<file path="config.mk">
export PLATFORM = sky130hd
export DESIGN_NAME = board_clear_ctrl
export DESIGN_NICKNAME = d
export VERILOG_FILES = /design/src/rtl/tetris_pkg.sv /design/src/rtl/board_port_mux.sv /design/src/rtl/board_clear_ctrl.sv
export SDC_FILE = /design/constraint.sdc
export NUM_CORES = 1
export LEC_CHECK = 0
export BUFFER_PORTS_ARGS = -buffer_cell sky130_fd_sc_hd__buf_2
export CAP_MARGIN = 5
export CORE_MARGIN = 2
export CORE_UTILIZATION = 30
export DETAILED_ROUTE_END_ITERATION = 16
export GPL_TIMING_DRIVEN = 1
export SLEW_MARGIN = 20
export SYNTH_ARGS = -nofsm -noshare
export SYNTH_HDL_FRONTEND = slang
export SYNTH_SLANG_ARGS = --single-unit
</file>
<file path="constraint.sdc">
create_clock -name pclk -period 2.9 [get_ports pclk]
set_input_delay 0.29 -clock pclk [delete_from_list [all_inputs] [get_ports pclk]]
set_output_delay 0.29 -clock pclk [all_outputs]
set_load 0.02 [all_outputs]
</file>
<file path="src/rtl/tetris_pkg.sv">
// rtl/tetris_pkg.sv - board geometry and line-clear sequencer state encoding
package tetris_pkg;
  localparam int BOARD_ROWS = 20;
  localparam int BOARD_COLS = 10;
  localparam int CELL_W     = 5;
  localparam int BOARD_AW   = 8;

  typedef enum logic [2:0] {
    IDLE,
    READ,
    CHECK,
    WRITE,
    CLEAR,
    DONE
  } clr_state_t;
endpackage

</file>
<file path="src/rtl/board_port_mux.sv">
// rtl/board_port_mux.sv - single-port board RAM arbiter, display always wins
module board_port_mux
  import tetris_pkg::*;
#(
  parameter int AW  = BOARD_AW,
  parameter int CW  = CELL_W,
  parameter int CLW = 4
) (
  input  logic           pclk,
  input  logic           rstn,
  input  logic           disp_req,
  input  logic [AW-1:0]  disp_addr,
  input  logic [AW-1:0]  ctl_addr,
  input  logic           ctl_we,
  input  logic [CW-1:0]  ctl_wdata,
  input  logic           ctl_re,
  input  logic [CLW-1:0] ctl_col,
  output logic           grant,
  output logic [AW-1:0]  ram_addr,
  output logic           ram_we,
  output logic [CW-1:0]  ram_wdata,
  output logic           rd_valid,
  output logic [CLW-1:0] rd_col
);
  assign grant     = !disp_req;
  assign ram_addr  = disp_req ? disp_addr : ctl_addr;
  assign ram_we    = ctl_we & grant;
  assign ram_wdata = ctl_wdata;

  // rd_valid/rd_col tag the word that arrives on ram_rdata next cycle
  always_ff @(posedge pclk or negedge rstn) begin
    if (!rstn) begin
      rd_valid <= 1'b0;
      rd_col   <= '0;
    end else begin
      rd_valid <= ctl_re & grant;
      if (ctl_re && grant) rd_col <= ctl_col;
    end
  end
endmodule

</file>
<file path="src/rtl/board_clear_ctrl.sv">
// rtl/board_clear_ctrl.sv - bottom-up full-row removal and compaction of one board
module board_clear_ctrl
  import tetris_pkg::*;
#(
  parameter int ROWS = BOARD_ROWS,
  parameter int COLS = BOARD_COLS,
  parameter int AW   = BOARD_AW,
  parameter int CW   = CELL_W
) (
  input  logic          pclk,
  input  logic          rstn,
  input  logic          start,
  output logic          busy,
  output logic          done,
  output logic [4:0]    lines,
  input  logic          disp_req,
  input  logic [AW-1:0] disp_addr,
  output logic [AW-1:0] ram_addr,
  output logic          ram_we,
  output logic [CW-1:0] ram_wdata,
  input  logic [CW-1:0] ram_rdata
);
  localparam int CLW = $clog2(COLS + 1);
  localparam logic [CLW-1:0]    LAST_COL = CLW'(COLS - 1);
  localparam logic [CLW-1:0]    NCOL     = CLW'(COLS);
  localparam logic [4:0]        TOP_SRC  = 5'(ROWS - 1);
  localparam logic signed [5:0] TOP_DST  = 6'(ROWS - 1);

  clr_state_t state, state_nx;

  logic [4:0]        src;
  logic signed [5:0] dst;
  logic signed [5:0] dst_after;
  logic [4:0]        cnt;
  logic [CLW-1:0]    icol;
  logic [CW-1:0]     rbuf [COLS];

  logic [AW-1:0]  ctl_addr;
  logic           ctl_we;
  logic [CW-1:0]  ctl_wdata;
  logic           ctl_re;
  logic           grant;
  logic           rd_valid;
  logic [CLW-1:0] rd_col;

  logic col_adv, src_dec, dst_dec, cnt_inc, row_end, row_full;

  function automatic logic [AW-1:0] cell_addr(input logic [4:0] row, input logic [CLW-1:0] col);
    return AW'(row) * AW'(COLS) + AW'(col);
  endfunction

  board_port_mux #(.AW(AW), .CW(CW), .CLW(CLW)) u_mux (
    .pclk      (pclk),
    .rstn      (rstn),
    .disp_req  (disp_req),
    .disp_addr (disp_addr),
    .ctl_addr  (ctl_addr),
    .ctl_we    (ctl_we),
    .ctl_wdata (ctl_wdata),
    .ctl_re    (ctl_re),
    .ctl_col   (icol),
    .grant     (grant),
    .ram_addr  (ram_addr),
    .ram_we    (ram_we),
    .ram_wdata (ram_wdata),
    .rd_valid  (rd_valid),
    .rd_col    (rd_col)
  );

  always_comb begin
    row_full = 1'b1;
    for (int c = 0; c < COLS; c++) begin
      if (rbuf[c] == '0) row_full = 1'b0;
    end
  end

  always_ff @(posedge pclk or negedge rstn) begin
    if (!rstn) state <= IDLE;
    else       state <= state_nx;
  end

  always_comb begin
    state_nx  = state;
    ctl_addr  = '0;
    ctl_we    = 1'b0;
    ctl_wdata = '0;
    ctl_re    = 1'b0;
    col_adv   = 1'b0;
    src_dec   = 1'b0;
    dst_dec   = 1'b0;
    cnt_inc   = 1'b0;
    row_end   = 1'b0;
    dst_after = dst;
    unique case (state)
      IDLE: if (start) state_nx = READ;
      READ: begin
        if (icol != NCOL) begin
          ctl_re   = 1'b1;
          ctl_addr = cell_addr(src, icol);
          col_adv  = 1'b1;
        end
        if (rd_valid && rd_col == LAST_COL) state_nx = CHECK;
      end
      CHECK: begin
        if (row_full) begin
          cnt_inc = 1'b1;
          row_end = 1'b1;
        end else if (dst == $signed({1'b0, src})) begin
          dst_dec   = 1'b1;
          dst_after = dst - 6'sd1;
          row_end   = 1'b1;
        end else begin
          state_nx = WRITE;
        end
      end
      WRITE: begin
        ctl_we    = 1'b1;
        ctl_addr  = cell_addr(dst[4:0], icol);
        ctl_wdata = rbuf[icol];
        col_adv   = 1'b1;
        if (grant && icol == LAST_COL) begin
          dst_dec   = 1'b1;
          dst_after = dst - 6'sd1;
          row_end   = 1'b1;
        end
      end
      CLEAR: begin
        ctl_we   = 1'b1;
        ctl_addr = cell_addr(dst[4:0], icol);
        col_adv  = 1'b1;
        if (grant && icol == LAST_COL) begin
          if (dst == 6'sd0) state_nx = DONE;
          else              dst_dec  = 1'b1;
        end
      end
      DONE:    state_nx = IDLE;
      default: state_nx = IDLE;
    endcase
    // a negative dst means no row is left to zero-fill
    if (row_end) begin
      if (src == '0) begin
        state_nx = dst_after[5] ? DONE : CLEAR;
      end else begin
        src_dec  = 1'b1;
        state_nx = READ;
      end
    end
  end

  always_ff @(posedge pclk or negedge rstn) begin
    if (!rstn) begin
      src   <= TOP_SRC;
      dst   <= TOP_DST;
      cnt   <= '0;
      lines <= '0;
      icol  <= '0;
    end else begin
      if (state == IDLE && start) begin
        src   <= TOP_SRC;
        dst   <= TOP_DST;
        cnt   <= '0;
        lines <= '0;
      end
      if (src_dec) src <= src - 5'd1;
      if (dst_dec) dst <= dst - 6'sd1;
      if (cnt_inc) cnt <= cnt + 5'd1;
      if (state == DONE) lines <= cnt;
      // CLEAR walks several rows without leaving the state, so wrap the column there
      if (state_nx != state) icol <= '0;
      else if (grant && col_adv)
        icol <= (icol == LAST_COL && state == CLEAR) ? '0 : icol + CLW'(1);
    end
  end

  always_ff @(posedge pclk) begin
    if (rd_valid) rbuf[rd_col] <= ram_rdata;
  end

  assign busy = (state != IDLE);
  assign done = (state == DONE);
endmodule

</file>
## After elaboration in Yosys (flattened, before gate mapping)

Memories as Yosys holds them, arrays and structs flattened.
Cells that the tools add are included.

- Multiplexer cells: 56
- $mul: 2
- Equal/unequal tests: 10
- Add/subtract/negate cells: 6
- Reduce and logical (&&, ||, !) cells: 27
- Bitwise gates (word level): 2

Operators with widths:

| kind | number |
|---|---|
| $logic_not 5->1 | 11 |
| $mux 5 | 6 |
| $mux 6 | 5 |
| $mux 1 | 26 |
| $mux 3 | 8 |
| $add 8x4->8 | 2 |
| $mux 8 | 2 |
| $pmux 8 s2 | 1 |
| $pmux 3 s5 | 1 |
| $mul 5x3->7 const B | 2 |
| $mux 4 | 3 |
| $pmux 6 s2 | 1 |
| $reduce_bool 2->1 | 5 |
| $eq 4x4->1 const B | 2 |
| $eq 3x2->1 const B | 2 |
| $eq 3x3->1 const B | 2 |
| $eq 6x6->1 | 1 |
| $logic_and 1x1->1 | 6 |
| $logic_not 6->1 | 1 |
| $sub 6x2->6 const B | 1 |
| $add 5x1->5 const B | 1 |
| $sub 5x1->5 const B | 1 |
| $add 4x1->4 const B | 1 |
| $ne 4x4->1 const B | 1 |
| 9 further kinds | 11 |

- Memories kept: 1
- Word-level logic and storage cells: 112
- RAM bits: 50
- Flip-flop bits (word level): 33

Memory list:

| memory | depth | bits a word | rd ports | clocked after Yosys merged registers in | wr ports | line | source |
|---|---|---|---|---|---|---|---|
| rbuf | 10 | 5 | 11 | 0 | 1 | board_clear_ctrl.sv:36 | `logic [CW-1:0] rbuf [COLS];` |

## Depth between registers and ports, before layout

Gate-level depths: netlist of run 1.
An unclocked memory read counts as a cell.

- Depth after elaboration: 19
- Depth in mapped cells: 10
- Gate-level depth less buffers: 9

## By module

From an unflattened synthesis of run 1, not the netlist that was laid out.

- Cells, all modules: 460
- Area total of the unflattened synthesis: 6098.3 sq um

By module, submodules not included:

| module | cells an instance | sequential area each (sq um) | instances | area an instance (sq um) |
|---|---|---|---|---|
| board_clear_ctrl | 433 | 3110.5 | 1 | 5750.5 |
| board_port_mux | 27 | 125.1 | 1 | 347.8 |

## Worst setup path after synthesis of run 1

No wires, ideal clock.

- Kind: register -> output
- Start point: reg src[1]
- End point: out ram_addr[7]
- Data arrival time: 2342 ps
- Slack: 268 ps
- Data required time: 2610 ps
- Path buffers: 0
- Stages on the path, launching flop included: 10
- Path through: dfstp_2 ha_1 ha_1 fa_1 xor2_1 nand4_1 xnor2_1 xnor2_1 a22oi_1 nand2_1

- Longest elaborated chain between the ends: 5

RTL lines:

| element | line | source |
|---|---|---|
| start, declared | board_clear_ctrl.sv:31 | `logic [4:0] src;` |
| start signal, assigned | board_clear_ctrl.sv:164 | `if (src_dec) src <= src - 5'd1;` |
| $mul 5x3->7 | board_clear_ctrl.sv:49 | `return AW'(row) * AW'(COLS) + AW'(col);` |
| $add 8x4->8 | board_clear_ctrl.sv:49 |  |
| $mux 8 | board_clear_ctrl.sv:97 | `if (icol != NCOL) begin` |
| $pmux 8 s2 | board_clear_ctrl.sv:94 | `unique case (state)` |
| $mux 8 | board_port_mux.sv:26 | `assign ram_addr = disp_req ? disp_addr : ctl_addr;` |
| end, declared | board_clear_ctrl.sv:18 | `output logic [AW-1:0] ram_addr,` |

No other way between the ends.

## Final worst setup path of run 1

Ends and elaborated chain as after synthesis.

==> metrics.yaml, run 1 <==
status:
  status: "finished, violations left"
  violations: "setup timing"
sta:
  period_share_pct: 102
  hold_viol: 0
  slew_headroom_pct: 44.3
  worst_clock_skew_ns: 0.00843
  drv_slew: 0
  rsz0062_at_grt: "yes"
  setup_viol: 2
  finalCriticalPeriod_ns: 2.97
  fin_tns_setup_ns: -0.107
  worst_slack_ns: -0.0667
  worst_pin_slew_ns: 0.829
  max_freq_mhz: 337
final_layout:
  final_area_um2: 7190
  utilization_pct: 37.1
  num_antenna_cells: 0
  layout-drive-gt1-share_pct: 25.4
  final_nets: 557
  multiInputGateArea_um2: 2620
  layout_commonest_cell: "edfxtp_1"
  stdcell_count: 789
  ff_latch_area_um2: 3240
  area_delta_synth_final_pct: 21.3
  final_cell_mix: "edfxtp_1 (80), nor2_1 (36), nand2_1 (35)"
  fill_cells: 1900
yosys:
  ys_types: 64
  avgSynthCellArea_um2: 13.0
  syn_area_um2: 5930
  synth_compound_area_share_pct: 8.86
  synth_edf_count: 80
  ys_ff_latch: 113
  ys.flop_type: "edfxtp_1"
  yosysSeqAreaShare_pct: 54.6
  synthMuxAreaShare_pct: 10.9
  synthXorXnorAreaFrac_pct: 3.10
  synth_warnings: 0
  syn_inst: 457
  synth-simple-area-share_pct: 13.4
  synth_fa_ha_area_share_pct: 6.63
  syn-num-nets: 503
  async_reset_ff_share_pct: 29.2
  synth_top_family_by_area: "simple AND/OR/NAND/NOR gates"
route:
  wire_per_inst_um: 17.1
  wl_um: 13500
  first_iter_violations: 410
  dr.pass1.iters: 4
  antenna_left: 0
  vias: 3944
  route.detailed.drc: 0
  vias_per_cell: 5.00
floorplan:
  die_area_um2: 20900
  die_h_um: 145
  placement_rows: 51
  die_x_um: 145
  core-area_um2: 19400
  ios: 38
  start_util_pct: 30.6
global_route:
  grt_use_total_pct: 13.7
  grt_max_degree: 34
  grt_pass1_wl_um: 21400
  overflow: 0
  grt_pass1_vias: 4111
  antenna_found_initial: 0
critical_path:
  r2r_start: "rbuf[7][2]$_DFFE_PP_"
  crit_type: "flip-flop to output port"
  cpPeakStageDelay_ns: 0.55
  arrival_ns: 2.68
  cp-startpoint: "src[1]$_DFFE_PN1P_"
  reg2reg_to: "dst[1]$_DFFE_PN1P_"
  startpoint_type: "flip-flop"
  rrSetupSlack_ns: 0.64
  required_ns: 2.61
  crit_chain: "ha_4 -> ha_4 -> fa_2 -> nand4_1 -> xnor2_1 -> xnor2_1 -> a22oi_1 -> nand2_1 -> buf_6"
  cp_max_fo: 3
  r2r_cells: 6
  worst_path_max_delay_cell: "dfstp_2"
  crit_end: "ram_addr[7]"
  end_kind: "output port"
clock_network:
  cts.sinks: 113
  cts_tree: "done"
  cts_max_path_buffers: 2
  cts_made_buffers: 17
  cts.clk_slew.worst_paths_ns: 0.05
  cts_root_buffer: "clkbuf_16"
  worstSkewPairLatency_ns: 0.40
  htree_levels: 4
power:
  p_switching_mw: 2.41
  internal-power_mw: 4.58
  p_per_area_nw_per_um2: 972
  p_clk_share_pct: 29.8
  finalPower_mw: 6.99
  pwr-share-comb_pct: 38.3
  ir_drop_v: 0.000587
  leakagePower_nw: 2.73
  p_seq_share_pct: 31.9
  switching_share_pct: 34.4
placed_design:
  place.gp.congestion: 0.859
  place.detailed.instances: 749
  place_hpwl_um: 9680
  place_area_um2: 6430
  io_buffers: 37
job:
  max_cap_viol_count: 0
min_path:
  min_path_type: "input pin to flip-flop"
[how the worst min path moves through the flow]
stage | from | end | slack (ns) | cells after the start
2_1_floorplan | rstn | cnt[0]$_DFFE_PN0P_ | -0.006 | 0
3_3_place_gp | rstn | icol[2]$_DFFE_PN0P_ | 0.41 | 1
3_5_place_dp | rstn | icol[2]$_DFFE_PN0P_ | 0.43 | 1
4_1_cts | ram_rdata[3] | rbuf[13][3]$_DFFE_PP_ | 0.26 | 1
5_1_grt | ram_rdata[3] | rbuf[12][3]$_DFFE_PP_ | 0.28 | 1
6_report | ram_rdata[3] | rbuf[12][3]$_DFFE_PP_ | 0.29 | 1
[Yosys cell counts (3+ instances only)]
cell | number | share of area (%)
buf_2 | 5 | 0.42
a21oi_1 | 13 | 1.1
o22ai_1 | 7 | 0.74
nor3_1 | 15 | 1.3
a22o_1 | 4 | 0.59
buf_6 | 3 | 0.57
a31oi_1 | 5 | 0.53
nand2_1 | 36 | 2.3
a22oi_1 | 4 | 0.51
mux4_2 | 25 | 9.5
mux2_1 | 3 | 0.57
fa_1 | 4 | 1.4
ha_1 | 25 | 5.3
inv_1 | 14 | 0.89
edfxtp_1 | 80 | 41
mux2i_1 | 5 | 0.84
nor2_1 | 37 | 2.3
nor2b_1 | 10 | 1.1
a21o_1 | 9 | 1.1
dfstp_2 | 6 | 2.7
or4_1 | 10 | 1.3
nand4_1 | 3 | 0.32
xnor2_1 | 8 | 1.2
nand3_1 | 14 | 1.2
clkbuf_1 | 11 | 0.70
nand3b_1 | 4 | 0.51
nand2b_1 | 5 | 0.53
o21ai_1 | 8 | 0.68
xor2_1 | 13 | 1.9
o21ai_0 | 5 | 0.42
dfrtp_1 | 27 | 11
[power groups by stage]
stage	Clock [mW]	Sequential [mW]	Combinational (mW)
global placement	0	2.27	2.40
finish	2.08	2.23	2.67
global route	2.19	2.27	2.94
detailed placement	0	2.28	2.45
floorplan	0	2.24	1.80
CTS	2.12	2.23	2.66
[final cells by class]
| cell class | count | area share, % |
|---|---|---|
| flip-flops and latches | 113 | 45.0 |
| multi-input cells | 311 | 36.5 |
| clock buffers | 19 | 6.02 |
| repair buffers | 54 | 4.87 |
| well taps | 265 | 4.61 |
| clock inverters | 13 | 2.24 |
| inverters | 14 | 0.731 |
[critical path, delay by kind of cell (launching register included)]
kind | cells | cell delay, ns
adders and majority gates | 3 | 0.91
AOI/OAI and AO/OA | 1 | 0.18
buffers and inverters | 1 | 0.13
and+or+nand+nor | 2 | 0.19
xor gates and xnor gates | 2 | 0.29
DFF | 1 | 0.55
[routing by layer]
layer	vias up	global-route usage (%)	part of all wire [%]
li1	1861	-	-
met1	1972	17.6	44
met2	102	22.8	50
met3	9	3.51	5.3
met4	0	4.24	0.70
met5	-	0	0
[what timing repair did]
action,in CTS,in global routing
hold endpoints to repair,23,0
pin swaps,19,11
buffers inserted,6,1
resized for setup,19,3
hold buffers,1,0
endpoints found under the setup margin,3,3
[flip-flops by register name (all words and copies together), names as in the netlist]
register / count
dst: 6
u_mux.rd_valid: 1
u_mux.rd_col: 4
icol: 4
state: 3
rbuf: 80
lines: 5
cnt: 5
src: 5
[metrics by stage]
stage	hold slack, ns	setup slack, ns
final	0.289	-0.0667
after global routing	0.275	-0.189
after CTS	0.261	-0.0929
after global placement	0.412	0.230
after floorplan	-0.00559	0.268
after detailed placement	0.430	0.204
[logic make-up (layout without fill, tap and decap cells)]
family / after synthesis / count (layout)
adders and majority gates: 29 / 29
DFF: 113 / 113
and+or+nand+nor: 152 / 152
xor gates and xnor gates: 21 / 21
buffers and inverters: 33 / 100
AOI/OAI and AO/OA: 76 / 76
muxes: 33 / 33
No activity file was read; power rests on OpenSTA's default activity.
==> run 2, diff against run 1 <==
--- a/config.mk
+++ b/config.mk
@@ -14,4 +14,5 @@
 export SLEW_MARGIN = 20
 export SYNTH_ARGS = -nofsm -noshare
 export SYNTH_HDL_FRONTEND = slang
+export SYNTH_HIERARCHICAL = 1
 export SYNTH_SLANG_ARGS = --single-unit
==> run 2 against run 1 <==
Net effect: the run still ends with setup timing left; largest cell class unchanged; critical path depth is 1 higher; final cell count grew 0.89%; highest routed layer unchanged; maximum frequency is 6.2% lower.
==> metrics.yaml, run 2 <==
critical_path:
  rrSetupSlack_ns: 0.36  # was 0.64 ns
  required_ns: 2.61  # about the same
  cpPeakStageDelay_ns: 0.55  # about the same
  worst_path_max_delay_cell: "dfstp_2"  # unchanged
  crit_type: "flip-flop to output port"  # unchanged
  reg2reg_to: "u_mux/rd_col[0]$_DFFE_PN0P_"  # was dst[1]$_DFFE_PN1P_
  crit_chain: "ha_4 -> ha_4 -> inv_2 -> fa_2 -> nor3_4 -> xor2_1 -> xnor2_1 -> a22o_1 -> mux2_4 -> buf_6"  # was ha_4 -> ha_4 -> fa_2 -> nand4_1 -> xnor2_1 -> xnor2_1 -> a22oi_1 -> nand2_1 -> buf_6
  startpoint_type: "flip-flop"  # unchanged
  cp_max_fo: 3  # unchanged
  r2r_cells: 7  # was 6
  r2r_start: "icol[0]$_DFFE_PN0P_"  # was rbuf[7][2]$_DFFE_PP_
  end_kind: "output port"  # unchanged
  arrival_ns: 2.87  # was 2.68 ns
  critPathMostFrequentCell: "ha_4"
route:
  vias_per_cell: 5.03  # was 5.00
  antenna_left: 0  # unchanged
  dr.pass1.iters: 5  # was 4
  route.detailed.drc: 0  # unchanged
  wire_per_inst_um: 17.4  # was 17.1 µm
  vias: 4005  # was 3944
  first_iter_violations: 354  # was 410
  wl_um: 13800  # was 13500 µm
status:
  status: "finished, violations left"  # unchanged
  violations: "setup timing"  # unchanged
clock_network:
  worstSkewPairLatency_ns: 0.42  # was 0.40 ns
  htree_levels: 4  # unchanged
  cts.clk_slew.worst_paths_ns: 0.06  # was 0.05 ns
  cts_max_path_buffers: 2  # unchanged
  cts_root_buffer: "clkbuf_16"  # unchanged
  cts.sinks: 113  # unchanged
  cts_tree: "done"  # unchanged
  cts_made_buffers: 17  # unchanged
floorplan:
  die_area_um2: 21500  # was 20900 µm²
  ios: 38  # unchanged
  core-area_um2: 20100  # was 19400 µm²
  die_x_um: 147  # was 145 µm
  placement_rows: 52  # was 51
  start_util_pct: 30.3  # was 30.6%
  die_h_um: 147  # was 145 µm
job:
  max_cap_viol_count: 0  # unchanged
sta:
  worst_slack_ns: -0.261  # was -0.0667 ns
  slew_headroom_pct: 47.0  # was 44.3%
  max_freq_mhz: 316  # was 337 MHz
  setup_viol: 3  # was 2
  fin_tns_setup_ns: -0.619  # was -0.107 ns
  whs_ns: 0.277  # was 0.289 ns
  drv_slew: 0  # unchanged
  period_share_pct: 109  # was 102%
  worst_pin_slew_ns: 0.789  # was 0.829 ns
  finalCriticalPeriod_ns: 3.16  # was 2.97 ns
  hold_viol: 0  # unchanged
  worst_clock_skew_ns: 0.00836  # was 0.00843 ns
  rsz0062_at_grt: "yes"  # unchanged
yosys:
  syn-num-nets: 506  # was 503
  yosysTopAreaCellShare_pct: 39.4  # was 40.5%
  syn_inst: 460  # was 457
  synth_top_family_by_area: "multiplexers"  # was simple AND/OR/NAND/NOR gates
  syn_area_um2: 6100  # was 5930 µm²
  synth_edf_count: 80  # unchanged
  yosysSeqAreaShare_pct: 53.1  # was 54.6%
  ys_ff_latch: 113  # unchanged
  netlist.top_cell.by_area: "edfxtp_1"  # unchanged
  synth_warnings: 6  # was 0
  ys.flop_type: "edfxtp_1"  # unchanged
  yosysMostFrequentCell: "edfxtp_1"  # unchanged
  synthTopCellsByCount: "edfxtp_1 (80), nor2_1 (43), dfrtp_1 (27)"  # was edfxtp_1 (80), nor2_1 (37), nand2_1 (36)
  netlist_top_cells_area: "edfxtp_1 (39%), dfrtp_1 (11%), mux4_2 (9.2%)"  # was edfxtp_1 (41%), dfrtp_1 (11%), mux4_2 (9.5%)
  ys_types: 63  # was 64
  synth-simple-area-share_pct: 12.9  # was 13.4%
  synthXorXnorAreaFrac_pct: 3.16  # was 3.10%
  synth_compound_area_share_pct: 7.57  # was 8.86%
  synthMuxAreaShare_pct: 13.2  # was 10.9%
  synth_fa_ha_area_share_pct: 6.44  # was 6.63%
  async_reset_ff_share_pct: 29.2  # unchanged
  avgSynthCellArea_um2: 13.3  # was 13.0 µm²
final_layout:
  final_nets: 559  # was 557
  reg_top3: "rbuf x80, dst x6"  # unchanged
  largest_reg_flops: 80  # unchanged
  fill_cells: 1899  # was 1900
  num_antenna_cells: 0  # unchanged
  layout-drive-gt1-share_pct: 31.4  # was 25.4%
  final_cell_mix: "edfxtp_1 (80), nor2_1 (43), buf_2 (35)"  # was edfxtp_1 (80), nor2_1 (36), nand2_1 (35)
  layout_commonest_cell: "edfxtp_1"  # unchanged
  regMostFlops: "rbuf"  # unchanged
  area_delta_synth_final_pct: 20.5  # was 21.3%
global_route:
  grt_max_degree: 34  # unchanged
  antenna_found_initial: 0  # unchanged
  grt_pass1_vias: 4031  # was 4111
  grt_use_total_pct: 13.4  # was 13.7%
  overflow: 0  # unchanged
  grt_pass1_wl_um: 22400  # was 21400 µm
min_path:
  min_path_type: "input pin to flip-flop"  # unchanged
  min_from: "ram_rdata[3]"  # unchanged
  holdPathStages: 1  # unchanged
  min_to: "rbuf[13][3]$_DFFE_PP_"  # was rbuf[12][3]$_DFFE_PP_
power:
  p_per_area_nw_per_um2: 974  # was 972 nW/µm²
  ir_drop_v: 0.000530  # was 0.000587 V
  leakagePower_nw: 2.85  # was 2.73 nW
placed_design:
  place.gp.congestion: 0.859  # about the same
  place_hpwl_um: 9660  # was 9680 µm
  io_buffers: 37  # unchanged
## run 2: changes by cell type in the layout (fill, tap and decap cells not counted), moves of 4 or more
cell	change
nand2_1	-9
o21ai_1	-8
mux2_2	+7
nand3_1	-7
nor2_1	+7
inv_6	+6
mux2_4	+6
o22ai_1	-5
a21oi_1	-4
a22oi_1	-4
o21ai_0	+4
## run 2: layout make-up
cell class / count / area, µm² / area share (%)
clock buffers: 17 / 425 / 5.79
clock inverters: 15 / 145 / 1.98
inverters: 17 / 63.8 / 0.869
multi-input cells: 307 / 2770 / 37.7
flip-flops and latches: 113 / 3240 / 44.1
well taps: 270 / 338 / 4.60
repair buffers: 57 / 370 / 5.04
## run 2: worst max path at each step
stage                             end  slack, ns               start  cells after the start
after global routing      ram_addr[7]      -0.37  src[1]$_DFFE_PN1P_                     10
after CTS                 ram_addr[7]      -0.28  dst[1]$_DFFE_PN1P_                     10
after detailed placement  ram_addr[7]       0.02  dst[1]$_DFFE_PN1P_                     10
after global placement    ram_addr[7]       0.05  dst[1]$_DFFE_PN1P_                     10
after floorplan           ram_addr[7]       0.05  dst[1]$_DFFE_PN1P_                      9
final                     ram_addr[7]      -0.26  src[1]$_DFFE_PN1P_                     10
## run 2: power breakdown
group / switching (mW) / total, mW / internal (mW) / leakage (nW)
Combinational: 1.51 / 2.94 / 1.43 / 1.48
Sequential: 0.230 / 2.22 / 1.99 / 1.10
Clock: 0.800 / 2.00 / 1.20 / 0.274
Total: 2.54 / 7.16 / 4.61 / 2.85
## run 2: cells by family (layout without fill, tap and decap cells)
group,Yosys count,count (layout)
mux,46,46
fa+ha+maj,29,29
compound gates,62,62
buf+inv,40,106
flops,113,113
simple gates,148,148
xor+xnor,22,22
## run 2: routing by layer
metal	wire length [µm]	vias up	global-route usage (%)	share of wire [%]
li1	-	1846	-	-
met1	6140	2018	17.9	44
met2	6810	122	21.9	49
met3	672	19	3.16	4.9
met4	223	0	4.22	1.6
met5	0	-	0	0
## run 2: metrics by stage
step / total power, mW / area, µm² / utilization, % / setup WS (ns) / std cells
finish: 7.16 / 7350 / 36.5 / -0.261 / 796
floorplan: 4.37 / 6100 / - / 0.0540 / 460
global route: 7.59 / 7350 / 36.5 / -0.366 / 796
CTS: 7.09 / 7270 / 36.2 / -0.279 / 794
detailed placement: 5.01 / 6600 / 32.8 / 0.0248 / 760
global placement: 4.95 / 6600 / 32.8 / 0.0462 / 760
## run 2: worst max-delay path: cells and delay by family (launching register included)
family	cells	cell delay, ns
muxes	1	0.27
buffers and inverters	2	0.17
DFF	1	0.55
adders and majority gates	3	0.82
xor gates and xnor gates	2	0.27
and+or+nand+nor	1	0.21
AOI/OAI and AO/OA	1	0.17
## run 2: what timing repair did
action                                  CTS  global route
setup buffers                             1             2
endpoints found under the setup margin    3             4
hold endpoints to repair                 27             0
hold buffers                              1             0
pin swaps                                12            10
gates resized for setup                  17            15
==> run 3, diff against run 2 <==
--- a/config.mk
+++ b/config.mk
@@ -5,11 +5,11 @@
 export SDC_FILE = /design/constraint.sdc
 export NUM_CORES = 1
 export LEC_CHECK = 0
-export BUFFER_PORTS_ARGS = -buffer_cell sky130_fd_sc_hd__buf_2
 export CAP_MARGIN = 5
 export CORE_MARGIN = 2
 export CORE_UTILIZATION = 30
 export DETAILED_ROUTE_END_ITERATION = 16
+export DONT_BUFFER_PORTS = 1
 export GPL_TIMING_DRIVEN = 1
 export SLEW_MARGIN = 20
 export SYNTH_ARGS = -nofsm -noshare
==> run 3 against run 2 <==
Net effect: the run still ends with setup timing left; critical path depth is 1 lower; non-clock buffer count is 31 lower; via count is 4.3% lower; setup slack better by 0.078 ns; die area stayed put; sequential power is 3% higher; final cell count is 3.9% lower; core utilization is 0.54 points lower; worst hold slack worse by 0.19 ns; largest power group unchanged.
==> metrics.yaml, run 3 (synthesis results as in run 2) <==
power:
  finalPower_mw: 7.01  # was 7.16 mW
  pwr-share-comb_pct: 38.4  # was 41.1%
  p_clk_share_pct: 29.1  # was 27.9%
  p_per_area_nw_per_um2: 969  # was 974 nW/µm²
  p_seq_share_pct: 32.5  # was 31.0%
  p_switching_mw: 2.46  # was 2.54 mW
  internal-power_mw: 4.55  # was 4.61 mW
  ir_drop_v: 0.000464  # was 0.000530 V
  switching_share_pct: 35.1  # was 35.5%
  leakagePower_nw: 2.73  # was 2.85 nW
critical_path:
  cp-startpoint: "dst[1]$_DFFE_PN1P_"  # was src[1]$_DFFE_PN1P_
  arrival_ns: 2.79  # was 2.87 ns
  startpoint_type: "flip-flop"  # unchanged
  end_kind: "output port"  # unchanged
  worst_path_max_delay_cell: "dfstp_2"  # unchanged
  reg2reg_to: "dst[1]$_DFFE_PN1P_"  # was u_mux/rd_col[0]$_DFFE_PN0P_
  crit_type: "flip-flop to output port"  # unchanged
  critPathMostFrequentCell: "ha_4"  # unchanged
  rrSetupSlack_ns: 0.51  # was 0.36 ns
  cp.buffers_inverters: 1  # was 2
  crit_chain: "ha_4 -> ha_4 -> inv_2 -> fa_2 -> nor3_4 -> xor2_1 -> xnor2_1 -> a22o_1 -> mux2_4"  # was ha_4 -> ha_4 -> inv_2 -> fa_2 -> nor3_4 -> xor2_1 -> xnor2_1 -> a22o_1 -> mux2_4 -> buf_6
  cp_num_cells: 9  # was 10
  crit_family: "adder cells"  # unchanged
  cp_max_fo: 2  # was 3
  r2r_cells: 9  # was 7
  r2r_start: "icol[1]$_DFFE_PN0P_"  # was icol[0]$_DFFE_PN0P_
  crit_end: "ram_addr[7]"  # unchanged
  required_ns: 2.61  # about the same
  cpPeakStageDelay_ns: 0.55  # about the same
route:
  wire_per_inst_um: 18.0  # was 17.4 µm
  vias: 3832  # was 4005
  first_iter_violations: 333  # was 354
  antenna_left: 0  # unchanged
  wl_met3_um: 758  # was 672 µm
  dr_wl_met2_um: 6870  # was 6810 µm
  dr.pass1.iters: 4  # was 5
  wl_met1_um: 6040  # was 6140 µm
  route.detailed.drc: 0  # unchanged
  vias_per_cell: 5.01  # was 5.03
  wl_um: 13800  # about the same
  topRoutingLayerUsed: "met4"  # unchanged
final_layout:
  utilization_pct: 36.0  # was 36.5%
  final_cell_mix: "edfxtp_1 (80), nor2_1 (43), nand2_1 (26), dfrtp_1 (26), mux4_2 (25)"  # was edfxtp_1 (80), nor2_1 (43), buf_2 (35)
  layout_commonest_cell: "edfxtp_1"  # unchanged
  num_antenna_cells: 0  # unchanged
  reg_top3: "rbuf x80, dst x6"  # unchanged
  final_area_um2: 7240  # was 7350 µm²
  regMostFlops: "rbuf"  # unchanged
  layout-drive-gt1-share_pct: 25.3  # was 31.4%
  area_delta_synth_final_pct: 18.7  # was 20.5%
  largest_reg_flops: 80  # unchanged
  stdcell_count: 765  # was 796
  final_nets: 528  # was 559
global_route:
  antenna_found_initial: 0  # unchanged
  grt_max_degree: 34  # unchanged
  grt_pass1_vias: 3941  # was 4031
  grt_use_total_pct: 13.3  # was 13.4%
  grt_pass1_wl_um: 22000  # was 22400 µm
  overflow: 0  # unchanged
clock_network:
  cts.sinks: 113  # unchanged
  worstSkewPairLatency_ns: 0.41  # was 0.42 ns
  cts_max_path_buffers: 2  # unchanged
  htree_levels: 4  # unchanged
  cts_made_buffers: 17  # unchanged
  cts_tree: "done"  # unchanged
  cts_root_buffer: "clkbuf_16"  # unchanged
  cts.clk_slew.worst_paths_ns: 0.05  # was 0.06 ns
sta:
  finalCriticalPeriod_ns: 3.08  # was 3.16 ns
  slew_headroom_pct: 50.6  # was 47.0%
  rsz0062_at_grt: "yes"  # unchanged
  drv_slew: 0  # unchanged
  worst_clock_skew_ns: 0.0124  # was 0.00836 ns
  whs_ns: 0.0858  # was 0.277 ns
  hold_viol: 0  # unchanged
  worst_pin_slew_ns: 0.736  # was 0.789 ns
  period_share_pct: 106  # was 109%
  setup_viol: 3  # unchanged
  fin_tns_setup_ns: -0.327  # was -0.619 ns
  max_freq_mhz: 324  # was 316 MHz
  worst_slack_ns: -0.184  # was -0.261 ns
status:
  status: "finished, violations left"  # unchanged
  violations: "setup timing"  # unchanged
job:
  max_cap_viol_count: 0  # unchanged
placed_design:
  place.gp.congestion: 0.826  # was 0.859
  io_buffers: 0  # was 37
  place_hpwl_um: 9560  # was 9660 µm
  dp_slack_ns: 0.0257  # was 0.0248 ns
  place.detailed.instances: 719  # was 760
  place_area_um2: 6380  # was 6600 µm²
floorplan:
  placement_rows: 52  # unchanged
  start_util_pct: 30.3  # unchanged
  die_area_um2: 21500  # unchanged
  die_x_um: 147  # unchanged
  core-area_um2: 20100  # unchanged
  die_h_um: 147  # unchanged
  ios: 38  # unchanged
min_path:
  min_path_type: "input pin to flip-flop"  # unchanged
[run 3: cell count changes in the layout (fill, tap and decap cells not counted), moves of 2 or more]
cell	previous run	this run
buf_2	35	0
buf_6	4	1
clkbuf_1	0	2
dlygate4sd3_1	1	6
fa_1	0	2
fa_2	4	2
ha_2	2	0
inv_6	8	4
[run 3: timing repair]
item / CTS / global route
pin swaps: 14 / 7
buffers inserted: 4 / 3
hold endpoints to repair: 113 / 0
hold buffers: 7 / 0
gates resized for setup: 19 / 6
endpoints found under the setup margin: 3 / 3
[run 3: layout make-up]
| class | count | area [µm²] |
|---|---|---|
| Clock buffer | 19 | 433 |
| Clock inverter | 13 | 153 |
| Fill cell | 1926 | 12900 |
| Inverter | 17 | 63.8 |
| Multi-Input combinational cell | 307 | 2770 |
| Sequential cell | 113 | 3240 |
| Tap cell | 270 | 338 |
| Timing Repair Buffer | 26 | 239 |
[run 3: power by group through the flow]
stage          clock [mW]  combinational, mW  sequential, mW
2_1_floorplan           0               2.14            2.23
3_3_place_gp            0               2.47            2.30
3_5_place_dp            0               2.51            2.31
4_1_cts              2.08               2.67            2.28
5_1_grt              2.17               2.96            2.31
6_report             2.04               2.69            2.28
[run 3: how the worst min path moves through the flow]
stage                     startpoint                  endpoint  slack (ns)  depth (start not counted)
after floorplan                 rstn        cnt[0]$_DFFE_PN0P_      -0.006                          0
after global placement          rstn       icol[3]$_DFFE_PN0P_      -0.003                          0
after detailed placement        rstn       icol[2]$_DFFE_PN0P_      -0.003                          0
after CTS                   disp_req  u_mux/rd_valid$_DFF_PN0_        0.07                          1
after global routing        disp_req  u_mux/rd_valid$_DFF_PN0_        0.06                          1
final                       disp_req  u_mux/rd_valid$_DFF_PN0_        0.09                          1
[run 3: layer usage]
layer | track usage, % | up-vias
li1 | - | 1781
met1 | 17.2 | 1938
met2 | 21.9 | 107
met3 | 3.78 | 6
met4 | 3.88 | 0
met5 | 0 | -
